===== src/rtl/mul_div_if.sv =====
`default_nettype none
// ============================================================================
// Module   : mul_div_if
// Purpose  : Request/response bundle between the issue stage and mul_div_unit.
// Revision : 1.0
// ============================================================================
interface mul_div_if #(
    parameter int WIDTH = 32
);
    logic             start;
    logic [WIDTH-1:0] a;
    logic [WIDTH-1:0] b;
    logic [2:0]       opc;
    logic             busy;
    logic             done;
    logic [WIDTH-1:0] hi;
    logic [WIDTH-1:0] lo;
    logic             z_f;
    logic             s_f;
    logic             div_zero;

    modport master (
        output start, a, b, opc,
        input  busy, done, hi, lo, z_f, s_f, div_zero
    );

    modport slave (
        input  start, a, b, opc,
        output busy, done, hi, lo, z_f, s_f, div_zero
    );
endinterface
`default_nettype wire


===== src/rtl/mul_div_unit.sv =====
`default_nettype none
// ============================================================================
// Module   : mul_div_unit
// Purpose  : Iterative shift-add multiplier / restoring divider with HI/LO.
// Revision : 1.0
// ============================================================================
module mul_div_unit #(
    parameter int WIDTH = 32
) (
    input  wire logic clk,
    input  wire logic rst_n,
    mul_div_if.slave  bus
);
    localparam int CW = $clog2(WIDTH + 1);

    localparam logic [1:0] ST_IDLE = 2'd0;
    localparam logic [1:0] ST_RUN  = 2'd1;
    localparam logic [1:0] ST_FIX  = 2'd2;
    localparam logic [1:0] ST_DONE = 2'd3;

    localparam logic [2:0] OPC_MULT  = 3'b000;
    localparam logic [2:0] OPC_MULTU = 3'b001;
    localparam logic [2:0] OPC_DIV   = 3'b010;
    localparam logic [2:0] OPC_DIVU  = 3'b011;
    localparam logic [2:0] OPC_MTHI  = 3'b100;
    localparam logic [2:0] OPC_MTLO  = 3'b101;

    logic [1:0]         r_state;
    logic [CW-1:0]      r_cnt;
    logic               r_signed;
    logic               r_is_div;
    logic               r_neg_q;
    logic               r_neg_r;
    logic               r_div0;
    logic [WIDTH-1:0]   r_op_a;
    logic [WIDTH-1:0]   r_op_b;
    logic [2*WIDTH-1:0] r_p;
    logic [WIDTH-1:0]   r_hi;
    logic [WIDTH-1:0]   r_lo;
    logic               r_z;
    logic               r_s;
    logic               r_dz;

    logic [WIDTH-1:0]   w_abs_a;
    logic [WIDTH-1:0]   w_abs_b;
    logic [WIDTH:0]     w_add;
    logic [2*WIDTH-1:0] w_mul_next;
    logic [WIDTH:0]     w_sh;
    logic [WIDTH:0]     w_diff;
    logic [2*WIDTH-1:0] w_div_next;
    logic [2*WIDTH-1:0] w_prod;
    logic [WIDTH-1:0]   w_quo;
    logic [WIDTH-1:0]   w_rem;
    logic [WIDTH-1:0]   w_fix_hi;
    logic [WIDTH-1:0]   w_fix_lo;
    logic               w_fix_z;
    logic               w_fix_s;

    assign w_abs_a = (r_signed && r_op_a[WIDTH-1]) ? -r_op_a : r_op_a;
    assign w_abs_b = (r_signed && r_op_b[WIDTH-1]) ? -r_op_b : r_op_b;

    // Multiply: upper half accumulates, multiplier shifts out of the low half.
    assign w_add      = {1'b0, r_p[2*WIDTH-1:WIDTH]} + (r_p[0] ? {1'b0, r_op_b} : {(WIDTH+1){1'b0}});
    assign w_mul_next = {w_add, r_p[WIDTH-1:1]};

    // Divide: remainder in the upper half, dividend/quotient shifts left in the low half.
    assign w_sh       = {r_p[2*WIDTH-1:WIDTH], r_p[WIDTH-1]};
    assign w_diff     = w_sh - {1'b0, r_op_b};
    assign w_div_next = w_diff[WIDTH] ? {w_sh[WIDTH-1:0], r_p[WIDTH-2:0], 1'b0}
                                      : {w_diff[WIDTH-1:0], r_p[WIDTH-2:0], 1'b1};

    assign w_prod = r_neg_q ? -r_p : r_p;
    assign w_quo  = r_neg_q ? -r_p[WIDTH-1:0] : r_p[WIDTH-1:0];
    assign w_rem  = r_neg_r ? -r_p[2*WIDTH-1:WIDTH] : r_p[2*WIDTH-1:WIDTH];

    always_comb begin
        w_fix_hi = w_prod[2*WIDTH-1:WIDTH];
        w_fix_lo = w_prod[WIDTH-1:0];
        w_fix_z  = (w_prod == '0);
        w_fix_s  = w_prod[2*WIDTH-1];
        if (r_is_div) begin
            // Divide by zero keeps the raw dividend, not its magnitude.
            w_fix_hi = r_div0 ? r_op_a : w_rem;
            w_fix_lo = r_div0 ? {WIDTH{1'b1}} : w_quo;
            w_fix_z  = (w_fix_lo == '0);
            w_fix_s  = w_fix_lo[WIDTH-1];
        end
    end

    always_ff @(posedge clk or negedge rst_n) begin
        if (!rst_n) begin
            r_state  <= ST_IDLE;
            r_cnt    <= '0;
            r_signed <= 1'b0;
            r_is_div <= 1'b0;
            r_neg_q  <= 1'b0;
            r_neg_r  <= 1'b0;
            r_div0   <= 1'b0;
            r_op_a   <= '0;
            r_op_b   <= '0;
            r_p      <= '0;
            r_hi     <= '0;
            r_lo     <= '0;
            r_z      <= 1'b0;
            r_s      <= 1'b0;
            r_dz     <= 1'b0;
        end else begin
            case (r_state)
                ST_IDLE: begin
                    if (bus.start) begin
                        case (bus.opc)
                            OPC_MULT, OPC_MULTU, OPC_DIV, OPC_DIVU: begin
                                r_signed <= ~bus.opc[0];
                                r_is_div <= bus.opc[1];
                                r_neg_q  <= ~bus.opc[0] & (bus.a[WIDTH-1] ^ bus.b[WIDTH-1]);
                                r_neg_r  <= ~bus.opc[0] & bus.a[WIDTH-1];
                                r_div0   <= bus.opc[1] & (bus.b == '0);
                                r_op_a   <= bus.a;
                                r_op_b   <= bus.b;
                                r_cnt    <= '0;
                                r_state  <= ST_RUN;
                            end
                            OPC_MTHI: r_hi <= bus.a;
                            OPC_MTLO: r_lo <= bus.a;
                            default: ;
                        endcase
                    end
                end
                ST_RUN: begin
                    // First RUN cycle forms operand magnitudes; WIDTH iteration steps follow.
                    if (r_cnt == '0) begin
                        r_p    <= {{WIDTH{1'b0}}, w_abs_a};
                        r_op_b <= w_abs_b;
                    end else begin
                        r_p <= r_is_div ? w_div_next : w_mul_next;
                    end
                    if (r_cnt == CW'(WIDTH)) begin
                        r_state <= ST_FIX;
                    end
                    r_cnt <= r_cnt + 1'b1;
                end
                ST_FIX: begin
                    r_hi    <= w_fix_hi;
                    r_lo    <= w_fix_lo;
                    r_z     <= w_fix_z;
                    r_s     <= w_fix_s;
                    r_dz    <= r_div0;
                    r_state <= ST_DONE;
                end
                default: begin
                    r_state <= ST_IDLE;
                end
            endcase
        end
    end

    assign bus.busy     = (r_state == ST_RUN) || (r_state == ST_FIX);
    assign bus.done     = (r_state == ST_DONE);
    assign bus.hi       = r_hi;
    assign bus.lo       = r_lo;
    assign bus.z_f      = r_z;
    assign bus.s_f      = r_s;
    assign bus.div_zero = r_dz;
endmodule
`default_nettype wire

===== src/flat_wrapper.sv =====
// flat-port wrapper written by rule: the top's interface ports become plain ports
module mul_div_unit_flat 
#(
    parameter int WIDTH = 32
)
  (clk, rst_n, bus_start, bus_a, bus_b, bus_opc, bus_busy, bus_done, bus_hi, bus_lo, bus_z_f, bus_s_f, bus_div_zero);
  mul_div_if #(.WIDTH(WIDTH)) bus_i ();
  input  wire logic clk;
  input  wire logic rst_n;
  input wire logic [$bits(bus_i.start)-1:0] bus_start;
  input wire logic [$bits(bus_i.a)-1:0] bus_a;
  input wire logic [$bits(bus_i.b)-1:0] bus_b;
  input wire logic [$bits(bus_i.opc)-1:0] bus_opc;
  output wire logic [$bits(bus_i.busy)-1:0] bus_busy;
  output wire logic [$bits(bus_i.done)-1:0] bus_done;
  output wire logic [$bits(bus_i.hi)-1:0] bus_hi;
  output wire logic [$bits(bus_i.lo)-1:0] bus_lo;
  output wire logic [$bits(bus_i.z_f)-1:0] bus_z_f;
  output wire logic [$bits(bus_i.s_f)-1:0] bus_s_f;
  output wire logic [$bits(bus_i.div_zero)-1:0] bus_div_zero;
  assign bus_i.start = bus_start;
  assign bus_i.a = bus_a;
  assign bus_i.b = bus_b;
  assign bus_i.opc = bus_opc;
  assign bus_busy = bus_i.busy;
  assign bus_done = bus_i.done;
  assign bus_hi = bus_i.hi;
  assign bus_lo = bus_i.lo;
  assign bus_z_f = bus_i.z_f;
  assign bus_s_f = bus_i.s_f;
  assign bus_div_zero = bus_i.div_zero;
  mul_div_unit #(.WIDTH(WIDTH)) u_core (.clk(clk), .rst_n(rst_n), .bus(bus_i));
endmodule

===== config.mk =====
export PLATFORM = sky130hd
export DESIGN_NAME = mul_div_unit_flat
export DESIGN_NICKNAME = d
export VERILOG_FILES = /design/src/rtl/mul_div_if.sv /design/src/rtl/mul_div_unit.sv /design/src/flat_wrapper.sv
export SDC_FILE = /design/constraint.sdc
export NUM_CORES = 1
export LEC_CHECK = 0
export ABC_AREA = 1
export BUFFER_PORTS_ARGS = -buffer_cell sky130_fd_sc_hd__buf_2
export CORE_MARGIN = 3
export CORE_UTILIZATION = 25
export CTS_BUF_LIST = sky130_fd_sc_hd__clkbuf_2
export CTS_CLUSTER_DIAMETER = 120
export DETAILED_ROUTE_END_ITERATION = 16
export GPL_TIMING_DRIVEN = 0
export HOLD_SLACK_MARGIN = 0.03
export PLACE_DENSITY = 0.53
export SYNTH_ARGS = -nofsm -noshare
export SYNTH_HDL_FRONTEND = slang
export SYNTH_SLANG_ARGS = --single-unit

===== constraint.sdc =====
create_clock -name clk -period 2.64 [get_ports clk]
set_input_delay 0.132 -clock clk [delete_from_list [all_inputs] [get_ports clk]]
set_output_delay 0.132 -clock clk [all_outputs]
set_load 0.1 [all_outputs]

==> results.sh <==
export IMPL_yosysSeqAreaShare=0.267
export IMPL_wirelength_um=99500
export IMPL_required_ps=3640
export IMPL_tightest_slew_ps=1110
export IMPL_cts_sinks=208
export IMPL_cts_buffers=58
export IMPL_syn_to_final_growth_pct=28.5
export IMPL_start_util=0.254
export IMPL_syn_avg_cell_area_um2=6.24
export IMPL_grt_max_degree=110
export IMPL_viasPerCell=5.14
export IMPL_die_height_um=285
export IMPL_critPathLaunchType="flip-flop"
export IMPL_syn_nets=3271
export IMPL_hp_start="bus_start"
export IMPL_grt_pass1_vias=22400
export IMPL_max_cap_violations=0
export IMPL_outcome="finished with violations"
export IMPL_drtIter0Drc=2455
export IMPL_grt_antenna_before_repair=4
export IMPL_relSlewSlack=0.262
export IMPL_cp_common_cell="nand2_4"
export IMPL_min_path_type="primary input to flip-flop"
export IMPL_drc=0
export IMPL_final_hold_viol_count=0
export IMPL_final_common_cell="nand2_1"
export IMPL_crit_type="flip-flop to flip-flop"
export IMPL_r2r_setup_slack_ps=-310
export IMPL_synthesis_area_um2=19500
export IMPL_insertion_delay_ps=1110
export IMPL_ant_nets=0
export IMPL_clk_pin_slew_ps=110
export IMPL_synth_distinct_cells=59
export IMPL_r2r_end="u_core.r_p[51]"
export IMPL_fin_skew_ps=126
export IMPL_final_max_slew_viol_count=0
export IMPL_fin_nets=3681
export IMPL_slowest_delay_ps=440
export IMPL_ys_warn_count=0
export IMPL_wl_per_cell_um=21.6
export IMPL_cts_max_level=2
export IMPL_die_w_um=285
export IMPL_port_buffer_count=138
export IMPL_rsz0062_at_grt="yes"
export IMPL_syn_inst=3124
export IMPL_vias=23700
export IMPL_fin_setup_tns_ps=-6820
export IMPL_drive_gt1_frac=0.158
export IMPL_clockBufferDepth=3
export IMPL_violations="setup timing"
export IMPL_globalRouteTotalUtil=0.235
export IMPL_ioPinCount=139
export IMPL_setup_viol=35
export IMPL_num_rows=101
export IMPL_r2r_cells=20
export IMPL_worstHoldPathCells=6
export IMPL_synthArstFlopShare=1.00
export IMPL_synth_seq_cells=208
export IMPL_grt_overflow=0
export IMPL_crit_fanout=7
export IMPL_timing_final_ws_setup_ps=-310
export IMPL_min_to="u_core.r_cnt[0]"
export IMPL_ys_flop_type="dfrtp_1"
export IMPL_die_area_um2=81300
export IMPL_place_gp_congestion=1.03
export IMPL_r2r_start="u_core.r_p[31]"
export IMPL_cp_top_family="simple AND/OR/NAND/NOR gates"
export IMPL_core_region_area_um2=76600
export IMPL_cp_arrival_ps=3950
export IMPL_crit_path_top_delay_cell="dfrtp_2"
export IMPL_hpwl_um=78600
export IMPL_root_buffer="clkbuf_2"
export IMPL_final_cell_mix="794 x nand2_1, 382 x nor2_1, 357 x inv_1, 235 x o21ai_0, 192 x dfrtp_1"
export IMPL_period_share=1.12
export IMPL_grt_pass1_wl_um=145000
export IMPL_critPathBufInv=4
export IMPL_cts_tree="done"
export IMPL_nFillCells=8604
export IMPL_synth_edf_count=0
export IMPL_drt_pass1_iter_count=5
export IMPL_fin_crit_ps=2950
export IMPL_cp_end_kind="flip-flop"
export IMPL_max_freq_mhz=339
export IMPL_crit_path_cell_trace="clkinvlp_4 > ha_4 > fa_2 > inv_2 > nand2_4 > a21oi_4 > a21oi_4 > o21ai_2 > nand2_2 > nand2_4 > nand2_8 > nand2_4 > nand2_4 > nand2_8 > buf_12 > clkbuf_16 > nand3_2 > nand3_1 > nand2_1 > nand2_1"
## cell families (layout without fill, tap and decap cells)
logic type      Yosys count  in the layout  share of synthesized area
xor+xnor                 88             88                     0.0403
flops                   208            208                      0.267
fa+ha+maj                77             77                     0.0502
compound gates          655            655                      0.194
other cells               0              1                          0
simple gates           1596           1596                      0.348
buf+inv                 500            952                      0.100
## layout make-up
| class | instances | area (um^2) | area share |
|---|---|---|---|
| Multi-Input combinational cell | 2416 | 13000 | 0.520 |
| Sequential cell | 208 | 5230 | 0.209 |
| Timing Repair Buffer | 352 | 2920 | 0.117 |
| Inverter | 375 | 1430 | 0.0570 |
| Tap cell | 1030 | 1290 | 0.0515 |
| Buffer | 123 | 637 | 0.0254 |
| Clock buffer | 88 | 440 | 0.0176 |
| Clock inverter | 14 | 67.6 | 0.00270 |
| Antenna cell | 1 | 2.50 | 0.000100 |
## what timing repair did
item / 4_1_cts / 5_1_grt
hold buffers: 165 / 0
hold endpoints to repair: 349 / 0
setup buffers: 21 / 21
gates cloned: 3 / 2
pin swaps: 33 / 29
resized for setup: 123 / 141
endpoints found under the setup margin: 134 / 137
## stage by stage
| step | instance area [um^2] | hold slack, ps | setup slack (ps) | utilization | std cells |
|---|---|---|---|---|---|
| 6_report | 25000 | 114 | -310 | 0.327 | 4607 |
| 3_5_place_dp | 21500 | 169 | -995 | 0.281 | 4294 |
| 2_1_floorplan | 19500 | -164 | 78.4 | - | 3124 |
| 3_3_place_gp | 21500 | 369 | -2640 | 0.280 | 4292 |
| 5_1_grt | 25000 | 118 | -415 | 0.327 | 4607 |
| 4_1_cts | 24400 | 37.9 | -257 | 0.318 | 4583 |
## per-layer routing
metal  track usage  vias up  wire length (um)
met1         0.321    11200             43700
met3        0.0395      219              8300
met4         0.104        4              4960
met5             0        -                27
met2         0.363     1116             42500
li1              -    11100                 -
## worst reg2reg max path: stages, from the launching register on
cell        delay [ps]
dfrtp_2            440
clkinvlp_4         210
ha_4               220
fa_2               330
inv_2               80
nand2_4             50
a21oi_4            180
a21oi_4             80
o21ai_2            150
nand2_2            100
nand2_4            110
nand2_8             80
nand2_4            110
nand2_4             70
nand2_8            160
buf_12             130
clkbuf_16          130
nand3_2            100
nand3_1            100
nand2_1             70
nand2_1             50
## synth_stat cells (18+ instances only)
master    instances  area (um^2)
o22ai_1          23          144
nand4_1          32          200
a21oi_1         162          811
nand2_1         817         3070
buf_2            20          100
nor2_2           18          113
o21ai_0         253         1270
nor3_1           30          150
ha_1             75          938
xor2_1           71          622
nand3_1         215         1080
dfrtp_1         208         5200
nor2_1          401         1510
inv_1           366         1370
a31oi_1          80          500
clkbuf_1         85          319
o211ai_1         47          353
## registers in the layout, summed over array words and instances, names as in the netlist, 2 cells and up
signal,cells
u_core.bus.hi,32
u_core.bus.lo,32
u_core.r_cnt,6
u_core.r_op_a,32
u_core.r_op_b,32
u_core.r_p,64
u_core.r_state,2
## worst max path at each step
stage / start / endpoint / slack [ps] / depth (start not counted)
after floorplan: u_core.r_p[31] / u_core.r_p[46] / 80 / 18
after global placement: rst_n / u_core.r_op_a[15] / -2640 / 1
after detailed placement: u_core.r_p[31] / u_core.r_p[0] / -1000 / 18
after CTS: u_core.r_p[32] / u_core.bus.z_f / -260 / 18
after global routing: u_core.r_p[41] / u_core.r_p[35] / -410 / 16
final: u_core.r_p[31] / u_core.r_p[51] / -310 / 20
Power is not shown: default switching activity piles up to over one toggle a cycle in this logic, so the estimate is an artifact.
